==> config.mk <==
export PLATFORM = sky130hd
export DESIGN_NAME = bldc_commutator
export DESIGN_NICKNAME = d
export VERILOG_FILES = /design/src/rtl/bldc_pkg.sv /design/src/rtl/bldc_channel.sv /design/src/rtl/bldc_commutator.sv
export SDC_FILE = /design/constraint.sdc
export NUM_CORES = 1
export LEC_CHECK = 0
export ABC_CLOCK_PERIOD_IN_PS = 2500
export CORE_MARGIN = 3
export CORE_UTILIZATION = 45
export CTS_CLUSTER_DIAMETER = 150
export CTS_CLUSTER_SIZE = 20
export DETAILED_ROUTE_END_ITERATION = 6
export PLACE_DENSITY_LB_ADDON = 0.12
export SYNTH_ARGS = -nofsm -noshare
export SYNTH_HDL_FRONTEND = slang
export SYNTH_HIERARCHICAL = 1
export SYNTH_SLANG_ARGS = --single-unit
export TNS_END_PERCENT = 10
==> constraint.sdc <==
create_clock -name iCLK -period 2.5 [get_ports iCLK]
set_input_delay 0.625 -clock iCLK [delete_from_list [all_inputs] [get_ports iCLK]]
set_output_delay 0.625 -clock iCLK [all_outputs]
set_load 0.01 [all_outputs]
==> src/rtl/bldc_pkg.sv <==
// Shared types, hall constants and commutation tables for the BLDC commutator.
package bldc_pkg;

    typedef enum logic [1:0] {RUN, DEAD, FAULT} bldc_state_e;

    localparam logic [2:0] HALL_INVALID_LO = 3'b000;
    localparam logic [2:0] HALL_INVALID_HI = 3'b111;

    function automatic logic [5:0] comm_fwd(input logic [2:0] hall);
        case (hall)
            3'b101:  return 6'b100100;
            3'b100:  return 6'b100001;
            3'b110:  return 6'b001001;
            3'b010:  return 6'b011000;
            3'b011:  return 6'b010010;
            3'b001:  return 6'b000110;
            default: return 6'b000000;
        endcase
    endfunction

    function automatic logic [5:0] comm_rev(input logic [2:0] hall);
        case (hall)
            3'b101:  return 6'b011000;
            3'b100:  return 6'b010010;
            3'b110:  return 6'b000110;
            3'b010:  return 6'b100100;
            3'b011:  return 6'b100001;
            3'b001:  return 6'b001001;
            default: return 6'b000000;
        endcase
    endfunction

    // Successor of a valid hall code when rotating forward.
    function automatic logic [2:0] hall_fwd_next(input logic [2:0] hall);
        case (hall)
            3'b101:  return 3'b100;
            3'b100:  return 3'b110;
            3'b110:  return 3'b010;
            3'b010:  return 3'b011;
            3'b011:  return 3'b001;
            3'b001:  return 3'b101;
            default: return 3'b000;
        endcase
    endfunction

    function automatic logic hall_valid(input logic [2:0] hall);
        return (hall != HALL_INVALID_LO) && (hall != HALL_INVALID_HI);
    endfunction

    function automatic logic signed [1:0] hall_step(input logic [2:0] prev, input logic [2:0] next);
        if (!hall_valid(prev) || !hall_valid(next)) begin
            return 2'sb00;
        end else if (next == hall_fwd_next(prev)) begin
            return 2'sb01;
        end else if (prev == hall_fwd_next(next)) begin
            return 2'sb11;
        end
        return 2'sb00;
    endfunction

endpackage

==> src/rtl/bldc_channel.sv <==
// One drive channel: hall sync, duty latch, dead-time FSM and optional step counter.
// Define BLDC_COMM_CNT_EN to enable the signed commutation step counter.
module bldc_channel
    import bldc_pkg::*;
#(
    parameter int unsigned PWM_BITS = 10,
    parameter int unsigned DEADTIME = 8
) (
    input  logic                iCLK,
    input  logic                iRESET,
    input  logic [PWM_BITS-1:0] iPWM,
    input  logic                iWRAP,
    input  logic [PWM_BITS:0]   iDUTY,
    input  logic [2:0]          iHALL,
    input  logic                iFAULT_CLR,
    output logic [5:0]          oPHASES,
    output logic                oFAULT,
    output logic [15:0]         oCOMM_CNT
);

    localparam logic [7:0] DeadLoad = 8'(DEADTIME - 1);

    logic [2:0]          rHallMeta;
    logic [2:0]          rHallSync;
    logic [1:0]          rPrimed;
    logic [PWM_BITS-1:0] rMag;
    logic                rSign;
    bldc_state_e         rState;
    logic [7:0]          rDead;
    logic [5:0]          rLast;

    logic [PWM_BITS:0]   dutyAbs;
    logic [PWM_BITS-1:0] dutyMag;
    logic                hallOk;
    logic                hallBad;
    logic [5:0]          target;

    always_comb begin
        dutyAbs = iDUTY[PWM_BITS] ? (~iDUTY + (PWM_BITS+1)'(1)) : iDUTY;
        dutyMag = dutyAbs[PWM_BITS] ? '1 : dutyAbs[PWM_BITS-1:0];
        hallOk  = hall_valid(rHallSync);
        // The cleared synchroniser holds 000 until real pin data arrives; do not fault on it.
        hallBad = rPrimed[1] && !hallOk;
        target  = '0;
        if (iPWM < rMag) begin
            target = rSign ? comm_rev(rHallSync) : comm_fwd(rHallSync);
        end
    end

    always_ff @(posedge iCLK) begin
        if (iRESET) begin
            rHallMeta <= '0;
            rHallSync <= '0;
            rPrimed   <= '0;
            rMag      <= '0;
            rSign     <= 1'b0;
            rState    <= RUN;
            rDead     <= '0;
            rLast     <= '0;
            oPHASES   <= '0;
            oFAULT    <= 1'b0;
        end else begin
            rHallMeta <= iHALL;
            rHallSync <= rHallMeta;
            rPrimed   <= {rPrimed[0], 1'b1};
            if (iWRAP) begin
                rMag  <= dutyMag;
                rSign <= iDUTY[PWM_BITS];
            end
            if (hallBad) begin
                rState  <= FAULT;
                oPHASES <= '0;
                oFAULT  <= 1'b1;
            end else begin
                unique case (rState)
                    RUN: begin
                        if ((target != '0) && (target != rLast)) begin
                            rState  <= DEAD;
                            rDead   <= DeadLoad;
                            oPHASES <= '0;
                        end else begin
                            oPHASES <= target;
                        end
                    end
                    DEAD: begin
                        if (rDead == '0) begin
                            rState  <= RUN;
                            oPHASES <= target;
                            if (target != '0) begin
                                rLast <= target;
                            end
                        end else begin
                            rDead <= rDead - 8'd1;
                        end
                    end
                    FAULT: begin
                        if (iFAULT_CLR && hallOk) begin
                            rState <= DEAD;
                            rDead  <= DeadLoad;
                            oFAULT <= 1'b0;
                        end
                    end
                    default: rState <= RUN;
                endcase
            end
        end
    end

`ifdef BLDC_COMM_CNT_EN
    logic [2:0]         rHallPrev;
    logic signed [15:0] rCommCnt;
    logic signed [1:0]  step;

    assign step = hall_step(rHallPrev, rHallSync);

    always_ff @(posedge iCLK) begin
        if (iRESET) begin
            rHallPrev <= '0;
            rCommCnt  <= '0;
        end else begin
            rHallPrev <= rHallSync;
            rCommCnt  <= rCommCnt + {{14{step[1]}}, step};
        end
    end

    assign oCOMM_CNT = rCommCnt;
`else
    assign oCOMM_CNT = '0;
`endif

endmodule

==> src/rtl/bldc_commutator.sv <==
// Shared PWM timebase feeding CHANNELS six-step commutation channels.
// Define BLDC_COMM_CNT_EN to enable per-channel commutation step counters.
module bldc_commutator #(
    parameter int unsigned CHANNELS = 1,
    parameter int unsigned PWM_BITS = 10,
    parameter int unsigned DEADTIME = 8
) (
    input  logic                               iCLK,
    input  logic                               iRESET,
    input  logic [CHANNELS*(PWM_BITS+1)-1:0]   iDUTY,
    input  logic [CHANNELS*3-1:0]              iHALL,
    input  logic [CHANNELS-1:0]                iFAULT_CLR,
    output logic [CHANNELS*6-1:0]              oPHASES,
    output logic [CHANNELS-1:0]                oFAULT,
    output logic                               oPWM_WRAP,
    output logic [CHANNELS*16-1:0]             oCOMM_CNT
);

    localparam logic [PWM_BITS-1:0] PwmPenult = {{(PWM_BITS-1){1'b1}}, 1'b0};

    logic [PWM_BITS-1:0] rPWM;

    // Wrap is registered so it is high exactly while rPWM sits at its maximum.
    always_ff @(posedge iCLK) begin
        if (iRESET) begin
            rPWM      <= '0;
            oPWM_WRAP <= 1'b0;
        end else begin
            rPWM      <= rPWM + PWM_BITS'(1);
            oPWM_WRAP <= (rPWM == PwmPenult);
        end
    end

    for (genvar c = 0; c < CHANNELS; c++) begin : gChannel
        bldc_channel #(
            .PWM_BITS (PWM_BITS),
            .DEADTIME (DEADTIME)
        ) uChannel (
            .iCLK       (iCLK),
            .iRESET     (iRESET),
            .iPWM       (rPWM),
            .iWRAP      (oPWM_WRAP),
            .iDUTY      (iDUTY[c*(PWM_BITS+1) +: (PWM_BITS+1)]),
            .iHALL      (iHALL[c*3 +: 3]),
            .iFAULT_CLR (iFAULT_CLR[c]),
            .oPHASES    (oPHASES[c*6 +: 6]),
            .oFAULT     (oFAULT[c]),
            .oCOMM_CNT  (oCOMM_CNT[c*16 +: 16])
        );
    end

endmodule

Word level (Yosys, flattened, before mapping)
Index checks and enable logic that the tools add are counted.
{"block": "totals", "memories": 0, "output_inout_bits": 24, "inputBits": 17, "regBits": 53, "mem_bits_rw": 0, "mem_bits_ro": 0, "latchBits": 0, "word_cells": 80}
{"block": "classes", "reduce_logical": 20, "shift": 0, "bitwise_logic": 2, "n_mul": 0, "n_mux": 22, "order_cmp": 1, "div_mod_pow": 0, "n_eq_ne": 18, "n_addsub": 3}
{"operator": "$pmux W6 S6", "count": 2}
{"operator": "$mux W6", "count": 4}
{"operator": "$mux W8", "count": 3}
{"operator": "$pmux W8 S3", "count": 1}
{"operator": "$pmux W6 S2", "count": 1}
{"operator": "$add A11 B1 Y11 const B", "count": 1}
{"operator": "$mux W11", "count": 1}
{"operator": "$not A11 Y11", "count": 1}
{"operator": "$add A10 B1 Y10 const B", "count": 1}
{"operator": "$eq A10 B10 Y1 const B", "count": 1}
{"operator": "$lt A10 B10 Y1", "count": 1}
{"operator": "$mux W10", "count": 1}
{"operator": "$eq A3 B3 Y1 const B", "count": 3}
{"operator": "$ne A3 B1 Y1 const B", "count": 3}
{"operator": "$logic_not A8 Y1", "count": 1}
{"operator": "$mux W2", "count": 4}
{"operator": "$sub A8 B1 Y8 const B", "count": 1}
{"operator": "$eq A3 B2 Y1 const B", "count": 2}
{"operator": "$ne A2 B1 Y1 const B", "count": 3}
{"operator": "$ne A6 B6 Y1", "count": 1}
{"operator": "$pmux W2 S3", "count": 1}
{"operator": "$reduce_and A3 Y1", "count": 2}
{"operator": "$reduce_bool A2 Y1", "count": 3}
{"operator": "$reduce_bool A3 Y1", "count": 2}
{"operator": "15 further kinds", "count": 22}

Logic depth before layout (Yosys ltp)
Gate-level depths: netlist of the first run.
{"block": "depth", "ltp_word": 9, "ltp_mapped": 10, "depth_no_buf": 9}

By module
The synthesis of the first run kept the hierarchy.
{"mod": "bldc_channel", "area_per_inst_um2": 2449.8, "cells_per_inst": 297, "instances": 1}
{"mod": "bldc_commutator", "area_per_inst_um2": 461.7, "cells_per_inst": 51, "instances": 1}

Least setup slack after synthesis of the first run
No wires, ideal clock.
{"block": "synth_path", "path_type": "reg-to-reg", "start": "register gChannel[0].uChannel.rMag[9]", "end": "register gChannel[0].uChannel.rDead[2]", "period_less_slack_ps": 2253, "arrival_ps": 2132, "slack_ps": 247, "path_stages_with_launch": 9, "setup_ps": 122, "path_cell_list": "dfxtp_1 > inv_1 > ha_1 > nand4_1 > o31a_1 > a311o_1 > a22oi_2 > a21boi_1 > o311a_1"}
{"block": "synth_via", "elab_chain_cells": 6}
{"item": "from (decl)", "line_no": "bldc_channel.sv:26", "rtl": "logic [PWM_BITS-1:0] rMag;"}
{"item": "from (signal assigned)", "line_no": "bldc_channel.sv:67", "rtl": "rMag <= dutyMag;"}
{"item": "$lt A10 B10 Y1 (*)", "line_no": "bldc_channel.sv:45", "rtl": "if (iPWM < rMag) begin"}
{"item": "$mux W6 (*)", "line_no": "bldc_channel.sv:45"}
{"item": "$ne A6 B6 Y1 / $reduce_bool A6 Y1 (equally long branches)", "line_no": "bldc_channel.sv:77", "rtl": "if ((target != '0) && (target != rLast)) begin"}
{"item": "$logic_and A1 B1 Y1 (*)", "line_no": "bldc_channel.sv:77"}
{"item": "$ne A2 B1 Y1 (no line) (*)"}
{"item": "$reduce_and A5 Y1 (no line) (*)"}
{"item": "to (signal assigned)", "line_no": "bldc_channel.sv:79", "rtl": "rDead <= DeadLoad;"}
{"item": "to (signal assigned)", "line_no": "bldc_channel.sv:93", "rtl": "rDead <= rDead - 8'd1;"}
{"item": "to (signal assigned)", "line_no": "bldc_channel.sv:99", "rtl": "rDead <= DeadLoad;"}
{"item": "to (decl)", "line_no": "bldc_channel.sv:29", "rtl": "logic [7:0] rDead;"}
Every way passes the cells marked *; elsewhere a longest branch is shown, timed or not.
A chain may end at the register's enable or synchronous reset.

Final worst setup path of the first run
{"block": "layout_path", "start": "register gChannel[0].uChannel.rMag[7]", "end": "register gChannel[0].uChannel.oPHASES[3]"}
{"block": "layout_via", "elab_chain_cells": 6}
{"item": "$lt A10 B10 Y1 (*)", "line_no": "bldc_channel.sv:45"}
{"item": "$mux W6 (*)", "line_no": "bldc_channel.sv:45"}
{"item": "$ne A6 B6 Y1 / $reduce_bool A6 Y1 (equally long branches)", "line_no": "bldc_channel.sv:77"}
{"item": "$logic_and A1 B1 Y1", "line_no": "bldc_channel.sv:77"}
{"item": "$mux W6", "line_no": "bldc_channel.sv:77"}
{"item": "$pmux W6 S2 (*)", "line_no": "bldc_channel.sv:75", "rtl": "unique case (rState)"}
{"item": "to (signal assigned)", "line_no": "bldc_channel.sv:82", "rtl": "oPHASES <= target;"}
{"item": "to (signal assigned)", "line_no": "bldc_channel.sv:88", "rtl": "oPHASES <= target;"}
{"item": "to (decl)", "line_no": "bldc_channel.sv:16", "rtl": "output logic [5:0] oPHASES,"}
Every way passes the cells marked *; elsewhere a longest branch is shown, timed or not. The select of a mux whose other input is x is not followed.

==> results of run 1 <==
tightest hold or removal path: stages, from the launching register on:
cell and delay (ps):
dfxtp_1 320, nand2_1 50, o21ai_1 50
how the worst max path moves through the flow:
stage,start,to,slack [ps],depth (start not counted)
after floorplan,gChannel[0].uChannel/rMag[9],gChannel[0].uChannel/rDead[2],250,8
after global placement,iDUTY[0],gChannel[0].uChannel/rMag[0],-130,8
after detailed placement,iDUTY[0],gChannel[0].uChannel/rMag[0],-160,8
after CTS,gChannel[0].uChannel/rMag[7],gChannel[0].uChannel/rDead[2],20,9
after global routing,gChannel[0].uChannel/rMag[3],gChannel[0].uChannel/oPHASES[3],-50,9
final,gChannel[0].uChannel/rMag[7],gChannel[0].uChannel/oPHASES[3],100,9
layout by cell type, fill, tap and decap left out, types with 4 or more instances in the layout:
cell	instances
o31ai_1	11
nor4_1	4
mux2i_1	8
inv_1	19
dfxtp_1	48
a211oi_1	12
nor2_1	37
nand4_1	5
a21oi_1	15
clkdlybuf4s50_1	24
nor3_1	9
xor2_1	9
buf_4	28
o21ai_0	7
conb_1	16
dfxtp_2	5
nand2b_1	7
nor3b_1	4
nand2_1	24
a31oi_1	5
ha_1	13
nand3_1	10
clkbuf_8	6
or3_1	8
nor2b_1	15
area by class of cell:
| class | instances | area (sq um) | share of cell area |
|---|---|---|---|
| Clock buffer | 7 | 86.3 | 0.0250 |
| Inverter | 19 | 71.3 | 0.0206 |
| Multi-Input combinational cell | 262 | 1690 | 0.488 |
| Sequential cell | 53 | 1070 | 0.309 |
| Tap cell | 75 | 93.8 | 0.0272 |
| Timing Repair Buffer | 52 | 450 | 0.130 |
cell families (layout without fill, tap and decap cells):
family                   count (synthesis)  after routing  synth area share
XOR/XNOR                                11             11            0.0331
AO/OA/AOI/OAI                           79             79             0.193
buffers and inverters                   48             78            0.0834
other                                    1             16           0.00129
multiplexers                            10             10            0.0352
flip-flops                              53             53             0.364
AND/OR/NAND/NOR                        132            132             0.230
adder cells (fa/ha/maj)                 14             14            0.0602
state kept, by name (all words and copies together) (netlist names):
name and count:
gChannel.uChannel/rHallMeta 3, gChannel.uChannel/rHallSync 3, gChannel.uChannel/oFAULT 1, gChannel.uChannel/rState 2, gChannel.uChannel/oPHASES 6, rPWM 10, gChannel.uChannel/rSign 1, gChannel.uChannel/rLast 6
gChannel.uChannel/rPrimed 2, gChannel.uChannel/rDead 8, oPWM_WRAP 1, gChannel.uChannel/rMag 10
routing by layer:
layer | share of wire | global-route usage | vias to the layer above
li1 | - | - | 1297
met1 | 0.50 | 0.234 | 1178
met2 | 0.45 | 0.280 | 51
met3 | 0.040 | 0.0352 | 6
met4 | 0.011 | 0.0425 | 0
met5 | 0 | 0 | -
through the flow:
| step | utilization | cells | instance area, sq um | setup slack (ps) | hold WS [ps] |
|---|---|---|---|---|---|
| after global placement | 0.548 | 461 | 3340 | -128 | 422 |
| final | 0.567 | 468 | 3460 | 97.1 | 445 |
| after CTS | 0.562 | 468 | 3430 | 20.2 | 450 |
| after floorplan | - | 363 | 2970 | 247 | 414 |
| after global routing | 0.567 | 468 | 3460 | -54.0 | 469 |
| after detailed placement | 0.548 | 461 | 3340 | -162 | 430 |
power by group through the flow:
stage | Sequential (mW) | Combinational [mW] | Clock (mW)
after CTS | 0.871 | 0.215 | 0.493
final | 0.870 | 0.215 | 0.482
after global placement | 0.890 | 0.213 | 0
after floorplan | 0.892 | 0.141 | 0
after global routing | 0.873 | 0.241 | 0.537
after detailed placement | 0.890 | 0.214 | 0
==> run summary, run 1 <==
Outcome: finished, final reports clean
R2r setup slk: 100 ps
Worst-Skew Late Latency: 300 ps
Sw Ratio: 0.250
Antenna diode count: 0
CTS tree: built
IO Pins: 41
Reg2reg end: gChannel[0].uChannel/oPHASES[3]
Min-delay src: gChannel[0].uChannel/oPHASES[1]
Worst-path maximum fanout: 6
CP arrival: 2620 ps
Largest net degree at the start of global routing: 29
CP Launch Type: register
Post-DR wirelength/cell: 12.8 microns
Logic gate share of total power: 0.137
Dpl hpwl: 4560 microns
Hold buffer count at CTS: 0
Endpoints failing setup: 0
Synth warn: 6
Power, Total: 1.57 mW
Post-DR vias/cell: 5.41
Clock power share: 0.307
Synth top cells by count: dfxtp_1 (53), nor2_1 (37), nand2_1 (24), inv_1 (19)
Min-Delay Endpoint: gChannel[0].uChannel/oPHASES[1]
Hold Crit Depth: 2
Distinct cells, synth: 49
PD cells: 454 mW/mm^2
Count leader, synth: dfxtp_1
GRT Overall Usage: 0.172
Final Skew: 7.09 ps
Share of cells above drive strength 1: 0.132
Hold Vio Cnt, Final: 0
Tmin final: 2400 ps
Final-layout fill cell count: 590
Fmax achieved: 416 MHz
Worst EP required: 2720 ps
Placer Congestion: 0.790
Cts repair resizes: 0
Ys async rst share: 0
Type of destination of the critical path: register
Grt ovf: 0
Setup repair bufs after CTS: 0
First-pass GRT wire length: 10500 microns
Crit path cell chain: inv_1 > ha_1 > nand4_1 > o31a_1 > a311o_1 > a22oi_2 > a211oi_2 > buf_4 > o31ai_1
Maximum root-to-sink buffer count: 2
PortBufs: 24
R2r worst-path depth: 9
Top Family by Delay on Critical Path: compound AO/OA/AOI/OAI gates
Nets: 424
Reg power frac: 0.555
Antenna-violating nets left: 0
Worst min-delay path category: reg -> reg
Slowest stage delay, CP: 400 ps
CTS clock-pin slew for the worst setup and hold paths: 90 ps
Worst-Margin Slew: 667 ps
Static Leak: 1.33 nW
Initial Util: 0.478
Via Count: 2532
Synth top area cells: dfxtp_1 (36%), ha_1 (6.0%), nor2_1 (4.8%), buf_4 (4.1%), nor2b_1 (3.2%)
Area growth syn-to-layout: 18.7%
Slowest cell on the critical path: o31a_1
Vias in the first global route: 2346
WP buf/inv: 2
Peak supply drop: 0.000221 V
Fin crit share: 0.961
RR Startpoint: gChannel[0].uChannel/rMag[7]
Post-synthesis cell area: 0.00291 sq mm
Post-Route WL: 5970 microns
Post-synth top area share: 0.364
Initial antenna violation count: 0
Number of flops mapped to enable cells by yosys: 0
Post-synth top area cell: dfxtp_1
Post-Synthesis Cells: 348
Row count: 28
CTS buffer count: 5
Slew Limit Fails: 0
DIE WIDTH: 86.4 microns
Total die area: 0.00747 sq mm
Drt pass-1 iters: 4
CORE AREA: 0.00610 sq mm
RSZ-0062 raised after global routing: true
Root buffer cell: clkbuf_8
Flops & latches, synth: 53
Average size of a mapped cell: 8.37 sq um
Pint: 1.18 mW
Clk sink count: 53
CTS H-tree lvls: 2
Main synth FF type: dfxtp_1
DRC errors left: 0
Sw Pwr: 392 uW
Max capacitance violation total: 0
Post-Route Setup TNS: 0 ps
Crit Path Class: reg -> reg
Initial DRC Count: 95
Die Height: 86.4 microns
Seq/Total Area, Yosys: 0.364
Worst slew margin: 0.552
(Power assumes the default switching activity.)
==> run 2: changes to the inputs <==
--- a/config.mk
+++ b/config.mk
@@ -9,7 +9,7 @@
 export CORE_MARGIN = 3
 export CORE_UTILIZATION = 45
 export CTS_CLUSTER_DIAMETER = 150
-export CTS_CLUSTER_SIZE = 20
+export CTS_CLUSTER_SIZE = 10
 export DETAILED_ROUTE_END_ITERATION = 6
 export PLACE_DENSITY_LB_ADDON = 0.12
 export SYNTH_ARGS = -nofsm -noshare
==> results of run 2 <==
Final layout, timing and power as in run 1 (identical DEF).
